## config.mk

```make
export PLATFORM = sky130hd
export DESIGN_NAME = seq_divider
export DESIGN_NICKNAME = d
export VERILOG_FILES = /design/src/rtl/seq_divider_pkg.sv /design/src/rtl/seq_divider_div_step.sv /design/src/rtl/seq_divider.sv
export SDC_FILE = /design/constraint.sdc
export NUM_CORES = 1
export LEC_CHECK = 0
export ABC_AREA = 1
export ABC_CLOCK_PERIOD_IN_PS = 2600
export BUFFER_PORTS_ARGS = -buffer_cell sky130_fd_sc_hd__buf_2
export CAP_MARGIN = 20
export CELL_PAD_IN_SITES_DETAIL_PLACEMENT = 1
export CELL_PAD_IN_SITES_GLOBAL_PLACEMENT = 2
export CORE_MARGIN = 2
export CORE_UTILIZATION = 30
export DETAILED_ROUTE_END_ITERATION = 6
export PLACE_DENSITY = 0.86
export SLEW_MARGIN = 10
export SYNTH_ARGS = -nofsm -noshare
export SYNTH_HDL_FRONTEND = slang
export SYNTH_SLANG_ARGS = --single-unit
```

## constraint.sdc

```tcl
create_clock -name clk -period 2.6 [get_ports clk]
set_input_delay 0.26 -clock clk [delete_from_list [all_inputs] [get_ports clk]]
set_output_delay 0.26 -clock clk [all_outputs]
set_load 0.01 [all_outputs]
```

## src/rtl/seq_divider_pkg.sv

```systemverilog
// Shared definitions for the sequential signed divider: controller state
// encoding and the default datapath width.
package seq_divider_pkg;

  localparam int DIV_WIDTH = 32;

  typedef enum logic [1:0] {
    IDLE = 2'd0,
    RUN  = 2'd1,
    FIX  = 2'd2,
    DONE = 2'd3
  } state_e;

endpackage

```

## src/rtl/seq_divider_div_step.sv

```systemverilog
// One restoring division iteration on unsigned magnitudes: shift {rem, quo}
// left, then subtract the divisor from the remainder when it fits.
module div_step #(
  parameter int WIDTH = 32
) (
  input  logic [WIDTH-1:0] rem_i,
  input  logic [WIDTH-1:0] quo_i,
  input  logic [WIDTH-1:0] dvsr_i,
  output logic [WIDTH-1:0] rem_o,
  output logic [WIDTH-1:0] quo_o
);

  logic [WIDTH:0] shifted;
  logic [WIDTH:0] diff;
  logic           fits;

  always_comb begin
    shifted = {rem_i, quo_i[WIDTH-1]};
    diff    = shifted - {1'b0, dvsr_i};
    // rem_i < dvsr_i always holds, so shifted < 2*dvsr_i and the top bit of
    // diff is set exactly when the subtraction borrows.
    fits    = ~diff[WIDTH];
    rem_o   = fits ? diff[WIDTH-1:0] : shifted[WIDTH-1:0];
    quo_o   = {quo_i[WIDTH-2:0], fits};
  end

endmodule

```

## src/rtl/seq_divider.sv

```systemverilog
// Multicycle signed divider (MIPS DIV): lo = quotient, hi = remainder.
// Restoring shift-subtract on magnitudes, then sign correction in FIX.
module seq_divider
  import seq_divider_pkg::*;
#(
  parameter int WIDTH = DIV_WIDTH,
  parameter int CNT_W = 6
) (
  input  logic             clk,
  input  logic             rst,
  input  logic             div_start,
  input  logic [WIDTH-1:0] dividend,
  input  logic [WIDTH-1:0] divisor,
  output logic             div_end,
  output logic [WIDTH-1:0] hi,
  output logic [WIDTH-1:0] lo,
  output logic             div_by_zero,
  output logic             busy
);

  state_e           state_q, state_d;
  logic [WIDTH-1:0] rem_q, rem_d;
  logic [WIDTH-1:0] quo_q, quo_d;
  logic [WIDTH-1:0] dvsr_q, dvsr_d;
  logic [CNT_W-1:0] cnt_q, cnt_d;
  logic             sgn_quo_q, sgn_quo_d;
  logic             sgn_rem_q, sgn_rem_d;
  logic [WIDTH-1:0] hi_q, hi_d;
  logic [WIDTH-1:0] lo_q, lo_d;
  logic             div_end_q, div_end_d;
  logic             dbz_q, dbz_d;
  logic             busy_q, busy_d;

  logic [WIDTH-1:0] step_rem;
  logic [WIDTH-1:0] step_quo;

  div_step #(.WIDTH(WIDTH)) u_step (
    .rem_i  (rem_q),
    .quo_i  (quo_q),
    .dvsr_i (dvsr_q),
    .rem_o  (step_rem),
    .quo_o  (step_quo)
  );

  always_comb begin
    state_d   = state_q;
    rem_d     = rem_q;
    quo_d     = quo_q;
    dvsr_d    = dvsr_q;
    cnt_d     = cnt_q;
    sgn_quo_d = sgn_quo_q;
    sgn_rem_d = sgn_rem_q;
    hi_d      = hi_q;
    lo_d      = lo_q;
    div_end_d = 1'b0;
    dbz_d     = 1'b0;

    case (state_q)
      IDLE, DONE: begin
        state_d = IDLE;
        if (div_start) begin
          if (divisor == '0) begin
            state_d   = DONE;
            div_end_d = 1'b1;
            dbz_d     = 1'b1;
          end else begin
            // Magnitudes are unsigned, so the most negative value maps to itself.
            quo_d     = dividend[WIDTH-1] ? -dividend : dividend;
            dvsr_d    = divisor[WIDTH-1] ? -divisor : divisor;
            rem_d     = '0;
            sgn_quo_d = dividend[WIDTH-1] ^ divisor[WIDTH-1];
            sgn_rem_d = dividend[WIDTH-1];
            cnt_d     = CNT_W'(WIDTH);
            state_d   = RUN;
          end
        end
      end
      RUN: begin
        rem_d = step_rem;
        quo_d = step_quo;
        cnt_d = cnt_q - 1'b1;
        if (cnt_q == CNT_W'(1)) begin
          state_d = FIX;
        end
      end
      FIX: begin
        lo_d      = sgn_quo_q ? -quo_q : quo_q;
        hi_d      = sgn_rem_q ? -rem_q : rem_q;
        div_end_d = 1'b1;
        state_d   = DONE;
      end
      default: state_d = IDLE;
    endcase

    busy_d = (state_d == RUN) || (state_d == FIX);
  end

  always_ff @(posedge clk or negedge rst) begin
    if (!rst) begin
      state_q   <= IDLE;
      rem_q     <= '0;
      quo_q     <= '0;
      dvsr_q    <= '0;
      cnt_q     <= '0;
      sgn_quo_q <= 1'b0;
      sgn_rem_q <= 1'b0;
      hi_q      <= '0;
      lo_q      <= '0;
      div_end_q <= 1'b0;
      dbz_q     <= 1'b0;
      busy_q    <= 1'b0;
    end else begin
      state_q   <= state_d;
      rem_q     <= rem_d;
      quo_q     <= quo_d;
      dvsr_q    <= dvsr_d;
      cnt_q     <= cnt_d;
      sgn_quo_q <= sgn_quo_d;
      sgn_rem_q <= sgn_rem_d;
      hi_q      <= hi_d;
      lo_q      <= lo_d;
      div_end_q <= div_end_d;
      dbz_q     <= dbz_d;
      busy_q    <= busy_d;
    end
  end

  assign div_end     = div_end_q;
  assign div_by_zero = dbz_q;
  assign busy        = busy_q;
  assign hi          = hi_q;
  assign lo          = lo_q;

endmodule

```

==> impl_metrics.yaml, run 1 <==
synthesis:
  synth.distinct_cells: 47
  avgSynthCellArea_um2: 6.47
  yosysSeqAreaShare_pct: 31.7
  synth_edf_count: 0
  synth.net_count: 2216
  yosys_register_bits: 173
  synthArstFlopShare_pct: 100
  synth-warning-count: 0
  synthCells: 2108
  synth_top_cell_by_area: "dfrtp_1"
  synth_flop_cell: "dfrtp_1"
  synth_top_area_share_pct: 31.7
  syn-cell-area_mm2: 0.0136
  synth_area_leaders: "dfrtp_1 32%, nand2_1 18%, inv_1 7.8%, nand3_1 7.4%, nor2_1 5.6%"
setup_path:
  crit_path_start_kind: "flip-flop"
  slowest_stage: "dfrtp_1"
  crit_arrival_ns: 2.84
  cp-end-kind: "flip-flop"
  required_ns: 2.94
  worst-path-max-fanout: 5
  path_cells: "inv_1 > ha_1 > nand2_1 > inv_1 > a21oi_1 > nand2_1 > nand2_1 > nand2_1 > nand2_1 > nand3b_1 > nand2_1 > nand2_1 > nand3_1 > nand2_1"
  cpPeakStageDelay_ns: 0.40
  crit_type: "flip-flop to flip-flop"
  cp_common_cell: "nand2_1"
run:
  drv_cap: 0
sta:
  hold_violations: 0
  max-slew-margin-rel_pct: 52.2
  setup_ws_ns: 0.0972
  period_needed_ns: 2.50
  rsz0062_at_grt: "no"
  fin_skew_ns: 0.0104
  fmax_mhz: 400
  fin_crit_sh_pct: 96.3
  slew_viol_final: 0
  setup_tns_ns: 0
  worst_pin_slew_ns: 0.717
  setup_viol: 0
place:
  io_buffers: 133
  pre_cts_slack_ns: 0.0453
  hpwl_um: 41800
  placed_area_mm2: 0.0152
  gp_congestion: 0.902
detailed_routing:
  routed_via_density: 4.89
  routedWlPerCell_um: 18.0
  vias: 14000
  drt_wl_total_um: 51500
  drc: 0
  postRouteAntennaNets: 0
  first_iter_violations: 830
  drtPass1Iterations: 5
global_route:
  first_global_vias: 14300
  grt-ovfl-total: 0
  grt_use_total_pct: 21.9
  grt_max_degree: 70
  grt_pass1_wl_um: 80600
  antenna_found_initial: 0
clocking:
  cts_made_buffers: 17
  clk-insertion-delay-late_ns: 0.46
  htreeDepth: 4
  clk_pin_slew_worst_paths_ns: 0.07
  clock-sinks: 173
  clockBufferDepth: 2
  cts_tree: "built"
  root_buffer: "clkbuf_16"
floorplanning:
  initial_core_util_pct: 30.2
  core_mm2: 0.0451
  dieArea_mm2: 0.0472
  io_pins: 134
  die_w_um: 217
  std_cell_rows: 78
  die_h_um: 217
layout:
  n_antenna_cell: 0
  layout-drive-gt1-share_pct: 13.4
  final_nets: 2363
  n_fill_cell: 5888
  final_cell_area_mm2: 0.0160
  syn_to_final_growth_pct: 17.0
worst_hold_path:
  hold_path.class: "input port to flip-flop"
pwr:
  p_leak_nw: 8.59
  power_density_mw_per_mm2: 1050
  ir_drop_v: 0.000366
status:
  status: "finished clean"
-- cells in the final DEF, fill, tap and decap left out, types with 3 or more instances in the layout --
master and n:
nand2_8 7, nor2_1 203, nor3_2 5, nand2_2 22, inv_1 281, o21bai_1 6, nand2_4 7, inv_2 16
a31oi_1 25, buf_2 132, nand3_1 203, clkinv_4 4, o21ai_0 116, and2_1 4, ha_1 37, ha_2 3
clkbuf_16 17, xor2_1 72, buf_4 45, or2_2 3, nand3b_1 14, o21ai_1 20, o211ai_1 17, buf_12 7
nor2_2 5, xnor2_1 16, nand4_1 26, a21oi_1 47, nand3_2 8, nand2_1 666, nor3_1 23, o21ai_2 3
dfrtp_1 173, nor2_4 3
-- worst max-delay path: cells and delay by family (launching register included) --
family                   cells  cell delay, ns
flip-flops                   1            0.40
AO/OA/AOI/OAI                1            0.21
adder cells (fa/ha/maj)      1            0.33
buffers and inverters        2            0.26
AND/OR/NAND/NOR             10            1.19
-- repair_timing --
| action | in CTS | in global routing |
|---|---|---|
| endpoints found under the hold margin | 67 | 0 |
| hold buffers | 1 | 0 |
| setup endpoints to repair | 0 | 33 |
| resized for setup | 0 | 18 |
| setup buffers | 0 | 5 |
-- layer usage --
metal / up-vias / track usage [%] / routed length, um
met5: - / 0 / 0
met1: 6763 / 30.6 / 24900
met4: 0 / 6.26 / 1100
met2: 235 / 35.3 / 23600
met3: 53 / 3.09 / 1870
li1: 6982 / - / -
-- cells in the mapped netlist (2+ instances only) --
cell type	number
a21oi_1	47
a21oi_4	2
a31oi_1	25
and2_1	4
buf_1	2
buf_2	11
buf_4	3
buf_6	5
clkbuf_1	41
dfrtp_1	173
ha_1	40
inv_1	283
inv_2	14
nand2_1	666
nand2_2	22
nand2_4	9
nand3_1	203
nand3_2	8
nand3_4	2
nand3b_1	14
nand4_1	26
nor2_1	204
nor2_2	4
nor2_4	3
nor3_1	25
nor3_2	3
nor4_1	2
o211ai_1	17
o21ai_0	116
o21ai_1	20
o21ai_2	3
o21bai_1	6
o22ai_1	2
o41ai_1	2
or2_2	3
xnor2_1	16
xor2_1	72
-- report_power, final --
group	internal (mW)	leakage, nW	switching, mW
sequential	3.56	2.26	0.857
clock	1.45	0.281	1.20
combinational	3.15	6.05	6.49
-- per-stage QoR --
step	cells	total power, mW	hold WS (ns)	util [%]
6_report	2868	16.7	0.145	35.4
5_1_grt	2868	18.1	0.155	35.4
3_3_place_gp	2826	13.5	0.345	33.6
2_1_floorplan	2108	10.4	-0.0356	-
4_1_cts	2859	16.4	0.119	34.9
3_5_place_dp	2826	13.7	0.351	33.6
-- final timing paths --
path / depth (start not counted) / slack, ns / endpoint / from
max: 14 / 0.1 / rem_q[31]$_DFFE_PN0P_ / dvsr_q[6]$_DFFE_PN0P_
min: 3 / 0.15 / state_q[0]$_DFF_PN0_ / div_start
max reg2reg: 14 / 0.1 / rem_q[31]$_DFFE_PN0P_ / dvsr_q[6]$_DFFE_PN0P_
min reg2reg: 2 / 0.48 / hi[5]$_DFFE_PN0P_ / hi[5]$_DFFE_PN0P_
max in group asynchronous: 3 / 1.34 / quo_q[24]$_DFFE_PN0P_ / rst
min in group asynchronous: 2 / 0.35 / dvsr_q[17]$_DFFE_PN0P_ / rst
-- state kept, by name (all words and copies together) (netlist names) --
| name | count |
|---|---|
| sgn_rem_q | 1 |
| div_by_zero | 1 |
| sgn_quo_q | 1 |
| hi | 32 |
| quo_q | 32 |
| cnt_q | 6 |
| div_end | 1 |
| lo | 32 |
| rem_q | 32 |
| busy | 1 |
| state_q | 2 |
| dvsr_q | 32 |
-- area by class of cell --
| class | count | area, um2 | share of cell area [%] |
|---|---|---|---|
| clock buffers | 20 | 447 | 2.80 |
| clock inverters | 12 | 138 | 0.863 |
| inverters | 298 | 1120 | 7.01 |
| multi-input cells | 1578 | 8000 | 50.1 |
| flip-flops and latches | 173 | 4330 | 27.1 |
| well taps | 600 | 751 | 4.71 |
| repair buffers | 187 | 1180 | 7.38 |
-- cells by family (layout without fill, tap and decap cells) --
| group | after synthesis | after routing | share of synthesized area [%] |
|---|---|---|---|
| fa+ha+maj | 41 | 41 | 3.82 |
| flops | 173 | 173 | 31.7 |
| compound gates | 243 | 243 | 9.95 |
| xor+xnor | 88 | 88 | 5.65 |
| simple gates | 1202 | 1206 | 38.3 |
| buf+inv | 361 | 517 | 10.5 |
(Power assumes the default switching activity.)
==> run 2, diff against run 1 <==
- CELL_PAD_IN_SITES_DETAIL_PLACEMENT: 1 -> 2
- CORE_MARGIN: 2 -> 4
==> run 2 against run 1 <==
  * The flow now finishes with violations (negative setup slack)
  * Cell area about the same
  * Die area increased by 3.7%
  * Total power increased by 5.0%
  * Core utilization increased by 0.36 points
  * Critical path depth increased by 1
  * Count of clock-buffer cells in the layout decreased by 3
  * Critical path type unchanged
==> impl_metrics.yaml, run 2 (same netlist as run 1, synthesis figures left out) <==
global_route:
  grt_use_total_pct: 24.5
  first_global_vias: 16100
  grt-ovfl-total: 0
  grt_pass1_wl_um: 95000
  grt_max_degree: 78
  antenna_found_initial: 0
place:
  hpwl_um: 48200
  gp_congestion: 0.927
  io_buffers: 133
  pre_cts_slack_ns: 0.0898
  placed_area_mm2: 0.0152
setup_path:
  crit_type: "flip-flop to flip-flop"
  crit_arrival_ns: 3.09
  cp-end-kind: "flip-flop"
  cp_common_cell: "nand2_1"
  slowest_stage: "dfrtp_2"
  reg2reg_from: "rem_q[12]$_DFFE_PN0P_"
  cpPeakStageDelay_ns: 0.45
  rr_worst_depth: 15
  crit_start: "rem_q[12]$_DFFE_PN0P_"
  crit_path_start_kind: "flip-flop"
  required_ns: 2.97
  worst-path-max-fanout: 17
  path_cells: "ha_1 > buf_4 > nand2_1 > nand2_1 > nand2_1 > nand2_1 > a21oi_4 > nand2_4 > nand2_4 > nand2_4 > nand2_8 > buf_12 > nand3_1 > nand3_2 > nand2_1"
clocking:
  htreeDepth: 4
  cts_made_buffers: 17
  clockBufferDepth: 2
  root_buffer: "clkbuf_16"
  clock-sinks: 173
  clk-insertion-delay-late_ns: 0.50
  clk_pin_slew_worst_paths_ns: 0.08
  cts_tree: "built"
layout:
  fin_util_pct: 35.7
  final_cell_mix: "665 x nand2_1, 274 x inv_1, 203 x nor2_1, 203 x nand3_1, 170 x dfrtp_1"
  final_cell_area_mm2: 0.0159
  final_nets: 2362
  syn_to_final_growth_pct: 16.9
  n_antenna_cell: 0
  final_common_cell: "nand2_1"
  layout-drive-gt1-share_pct: 14.2
pwr:
  ir_drop_v: 0.000487
  power_density_mw_per_mm2: 1100
  p_total_mw: 17.6
  p_leak_nw: 8.56
run:
  drv_cap: 0
sta:
  worst_pin_slew_ns: 0.739
  hold_violations: 0
  holdWs_ns: 0.113
  setup_viol: 5
  max-slew-margin-rel_pct: 50.8
  setup_ws_ns: -0.114
  fin_crit_sh_pct: 104
  slew_viol_final: 0
  period_needed_ns: 2.71
  fin_skew_ns: 0.0114
  fmax_mhz: 368
detailed_routing:
  vias: 15000
  routed_via_density: 5.24
  drtPass1Iterations: 5
  first_iter_violations: 960
  postRouteAntennaNets: 0
  drt_wl_total_um: 62500
  drc: 0
  routedWlPerCell_um: 21.9
floorplanning:
  dieArea_mm2: 0.0489
  core_mm2: 0.0446
  initial_core_util_pct: 30.6
  die_w_um: 221
  die_h_um: 221
  io_pins: 134
  std_cell_rows: 77
status:
  status: "finished with violations"
  violations: "negative setup slack"
worst_hold_path:
  hold_path.class: "input port to flip-flop"
  hold_start: "divisor[12]"
  min_delay_path_depth: 3
run 2: changes by cell type in the layout (fill, tap and decap cells not counted), moves of 4 or more:
cell / before / now
inv_2: 16 / 23
inv_1: 281 / 274
ha_1: 37 / 32
inv_8: 0 / 4
clkinv_8: 0 / 4
run 2: layer usage:
layer | share of wire, % | global-route usage (%) | up-vias | wire length, um
met2 | 48 | 41.5 | 343 | 30300
met5 | 0 | 0 | - | 0
li1 | - | - | 6980 | -
met4 | 3.2 | 8.01 | 0 | 1970
met1 | 45 | 32.0 | 7561 | 27800
met3 | 3.9 | 4.09 | 106 | 2410
run 2: cell type report:
cell class,count,area (um2)
Clock buffer,17,425
Clock inverter,15,170
Fill cell,5462,28700
Inverter,298,1120
Multi-Input combinational cell,1577,8000
Sequential cell,173,4330
Tap cell,592,741
Timing Repair Buffer,187,1160
run 2: where the power goes:
| group | internal (mW) | total [mW] | switching, mW |
|---|---|---|---|
| Combinational | 3.16 | 10.3 | 7.13 |
| Clock | 1.29 | 2.72 | 1.42 |
| Sequential | 3.56 | 4.55 | 0.987 |
run 2: what timing repair did:
action,4_1_cts,5_1_grt
endpoints found under the hold margin,64,0
endpoints found under the setup margin,0,33
resized for setup,0,28
hold buffers,1,0
buffers inserted,0,2
run 2: through the flow:
stage               TNS, ns  instances
floorplan                 0       2108
global placement          0       2821
detailed placement        0       2821
CTS                       0       2854
global route         -0.932       2859
finish               -0.179       2859
run 2: critical path: cells and delay by family, from the launching register on:
family | cells | cell delay [ns]
AO/OA/AOI/OAI | 1 | 0.21
flip-flops | 1 | 0.45
buffers and inverters | 2 | 0.32
adder cells (fa/ha/maj) | 1 | 0.34
AND/OR/NAND/NOR | 11 | 1.24
run 2: final timing paths:
path / endpoint / slack [ns]
worst min register to register: hi[8]$_DFFE_PN0P_ / 0.49
max in group asynchronous: dvsr_q[25]$_DFFE_PN0P_ / 1.47
worst max register to register: rem_q[15]$_DFFE_PN0P_ / -0.11
worst max-delay path: rem_q[15]$_DFFE_PN0P_ / -0.11
min in group asynchronous: dvsr_q[14]$_DFFE_PN0P_ / 0.34
worst min-delay path: dvsr_q[12]$_DFFE_PN0P_ / 0.11
==> run 3, diff against run 2 <==
- ABC_CLOCK_PERIOD_IN_PS: 2600 -> 2500
- clock period: 2.6 -> 2.5 ns (I/O delays scaled with it)
==> run 3 against run 2 <==
  * The run still ends with negative setup slack left
  * Clock skew is 0.012 ns higher
  * Worst setup slack better by 0.0079 ns
  * First-iteration DRC count is 10% higher
  * Largest cell class unchanged
==> impl_metrics.yaml, run 3 (same netlist as run 1, synthesis figures left out) <==
setup_path:
  cpPeakStageDelay_ns: 0.48
  slowest_stage: "dfrtp_2"
  worst-path-max-fanout: 8
  cp-end-kind: "flip-flop"
  crit_arrival_ns: 3.02
  path_cells: "ha_2 > nand2_2 > inv_2 > nand2_1 > nand2_1 > nand2_1 > nand2_2 > a21oi_4 > buf_4 > nand3_4 > buf_12 > nand3_1 > nand3_1 > nand2_2"
  crit_type: "flip-flop to flip-flop"
  crit_path_start_kind: "flip-flop"
  required_ns: 2.91
clocking:
  clk-insertion-delay-late_ns: 0.48
  clock-sinks: 173
  cts_tree: "built"
  htreeDepth: 4
  clockBufferDepth: 2
  clk_pin_slew_worst_paths_ns: 0.09
  root_buffer: "clkbuf_16"
  cts_made_buffers: 17
worst_hold_path:
  hold_path.class: "input port to flip-flop"
layout:
  syn_to_final_growth_pct: 19.2
  stdcell_count: 2869
  layout-drive-gt1-share_pct: 16.3
  final_nets: 2371
  final_common_cell: "nand2_1"
  final_cell_mix: "659 x nand2_1, 271 x inv_1, 200 x nand3_1, 199 x nor2_1, 168 x dfrtp_1"
sta:
  fmax_mhz: 384
  fin_crit_sh_pct: 104
  period_needed_ns: 2.61
  fin_skew_ns: 0.0230
  setup_ws_ns: -0.106
  max-slew-margin-rel_pct: 47.7
  worst_pin_slew_ns: 0.785
  slew_viol_final: 0
  rsz0062_at_grt: "yes"
  setup_viol: 32
  hold_violations: 0
floorplanning:
  die_h_um: 221
  dieArea_mm2: 0.0489
  initial_core_util_pct: 30.6
  io_pins: 134
  std_cell_rows: 77
  die_w_um: 221
  core_mm2: 0.0446
pwr:
  internal_power_mw: 8.70
  seqPwrFrac_pct: 25.0
  pwr-share-clk_pct: 14.5
  p_switching_mw: 10.3
  ir_drop_v: 0.000548
  p_leak_nw: 8.62
  combPwrFrac_pct: 60.5
  p_total_mw: 19.0
  p_sw_share_pct: 54.3
  power_density_mw_per_mm2: 1170
place:
  gp_congestion: 0.912
  dpl.cell_count: 2824
  io_buffers: 133
  hpwl_um: 48300
global_route:
  grt-ovfl-total: 0
  grt_use_total_pct: 25.0
  grt_max_degree: 60
  first_global_vias: 16600
  antenna_found_initial: 4
  grt_pass1_wl_um: 97300
detailed_routing:
  drc: 0
  routed_via_density: 5.37
  vias: 15400
  drt_wl_total_um: 67400
  first_iter_violations: 1057
  routedWlPerCell_um: 23.5
  postRouteAntennaNets: 0
  drtPass1Iterations: 5
status:
  violations: "negative setup slack"
  status: "finished with violations"
run:
  drv_cap: 0
==> run 3: cell count changes in the layout (fill, tap and decap cells not counted), moves of 4 or more <==
cell      change
ha_4          +9
inv_8         -4
nor3_1        -4
nand2_2       +4
clkinv_8      -4
ha_1         -17
nor2_2        +4
nor2_1        -4
buf_4         +7
nand2_1       -6
ha_2          +8
==> run 3: layer usage <==
layer  global-route usage (%)  wire length [um]
met1                     32.1             28900
met2                     42.8             32700
met3                     3.53              2640
met4                     9.56              3060
met5                        0                13
==> run 3: cell type report <==
cell class	instances	area, um2
inverter	298	1120
timing repair buffer	197	1280
clock buffer	23	478
clock inverter	9	85.1
multi-input combinational	1576	8200
fill	5399	28400
antenna	1	2.50
sequential	173	4340
tap	592	741
==> run 3: worst paths after layout <==
| path | start | endpoint | slack, ns | cells after the start |
|---|---|---|---|---|
| max | rem_q[17]$_DFFE_PN0P_ | rem_q[30]$_DFFE_PN0P_ | -0.11 | 14 |
| min | divisor[25] | dvsr_q[25]$_DFFE_PN0P_ | 0.12 | 3 |
| max reg2reg | rem_q[17]$_DFFE_PN0P_ | rem_q[30]$_DFFE_PN0P_ | -0.11 | 14 |
| min reg2reg | hi[4]$_DFFE_PN0P_ | hi[4]$_DFFE_PN0P_ | 0.48 | 2 |
| max in group asynchronous | rst | dvsr_q[23]$_DFFE_PN0P_ | 1.32 | 3 |
| min in group asynchronous | rst | rem_q[1]$_DFFE_PN0P_ | 0.34 | 2 |
==> run 3: worst max-delay path, delay by kind of cell, from the launching register on <==
family,cells,cell delay [ns]
adder cells (fa/ha/maj),1,0.37
flip-flops,1,0.48
AO/OA/AOI/OAI,1,0.26
buffers and inverters,3,0.44
AND/OR/NAND/NOR,9,0.97
==> run 3: timing repair <==
| action | 4_1_cts | 5_1_grt |
|---|---|---|
| gates resized for setup | 5 | 79 |
| endpoints found under the hold margin | 47 | 0 |
| gates cloned | 0 | 4 |
| pin swaps | 0 | 8 |
| hold buffers | 1 | 0 |
| buffers inserted | 0 | 7 |
| endpoints found under the setup margin | 32 | 40 |
==> run 3: power groups by stage <==
stage,combinational (mW),sequential [mW],clock [mW]
after floorplan,6.37,4.48,0
after global placement,9.60,4.60,0
after detailed placement,10.2,4.67,0
after CTS,10.5,4.67,2.77
after global routing,12.4,4.84,2.89
final,11.5,4.77,2.76
==> run 3: per-stage QoR <==
step / setup slack [ns] / utilization [%] / hold slack [ns] / area (um2) / TNS [ns]
after floorplan: 0.287 / - / -0.0456 / 13600 / 0
after global placement: 0.0543 / 34.1 / 0.248 / 15200 / 0
after detailed placement: -0.0328 / 34.1 / 0.256 / 15200 / -0.179
after CTS: -0.0236 / 35.4 / 0.104 / 15800 / -0.0236
after global routing: -0.175 / 36.4 / 0.154 / 16200 / -4.04
final: -0.106 / 36.4 / 0.119 / 16300 / -1.56
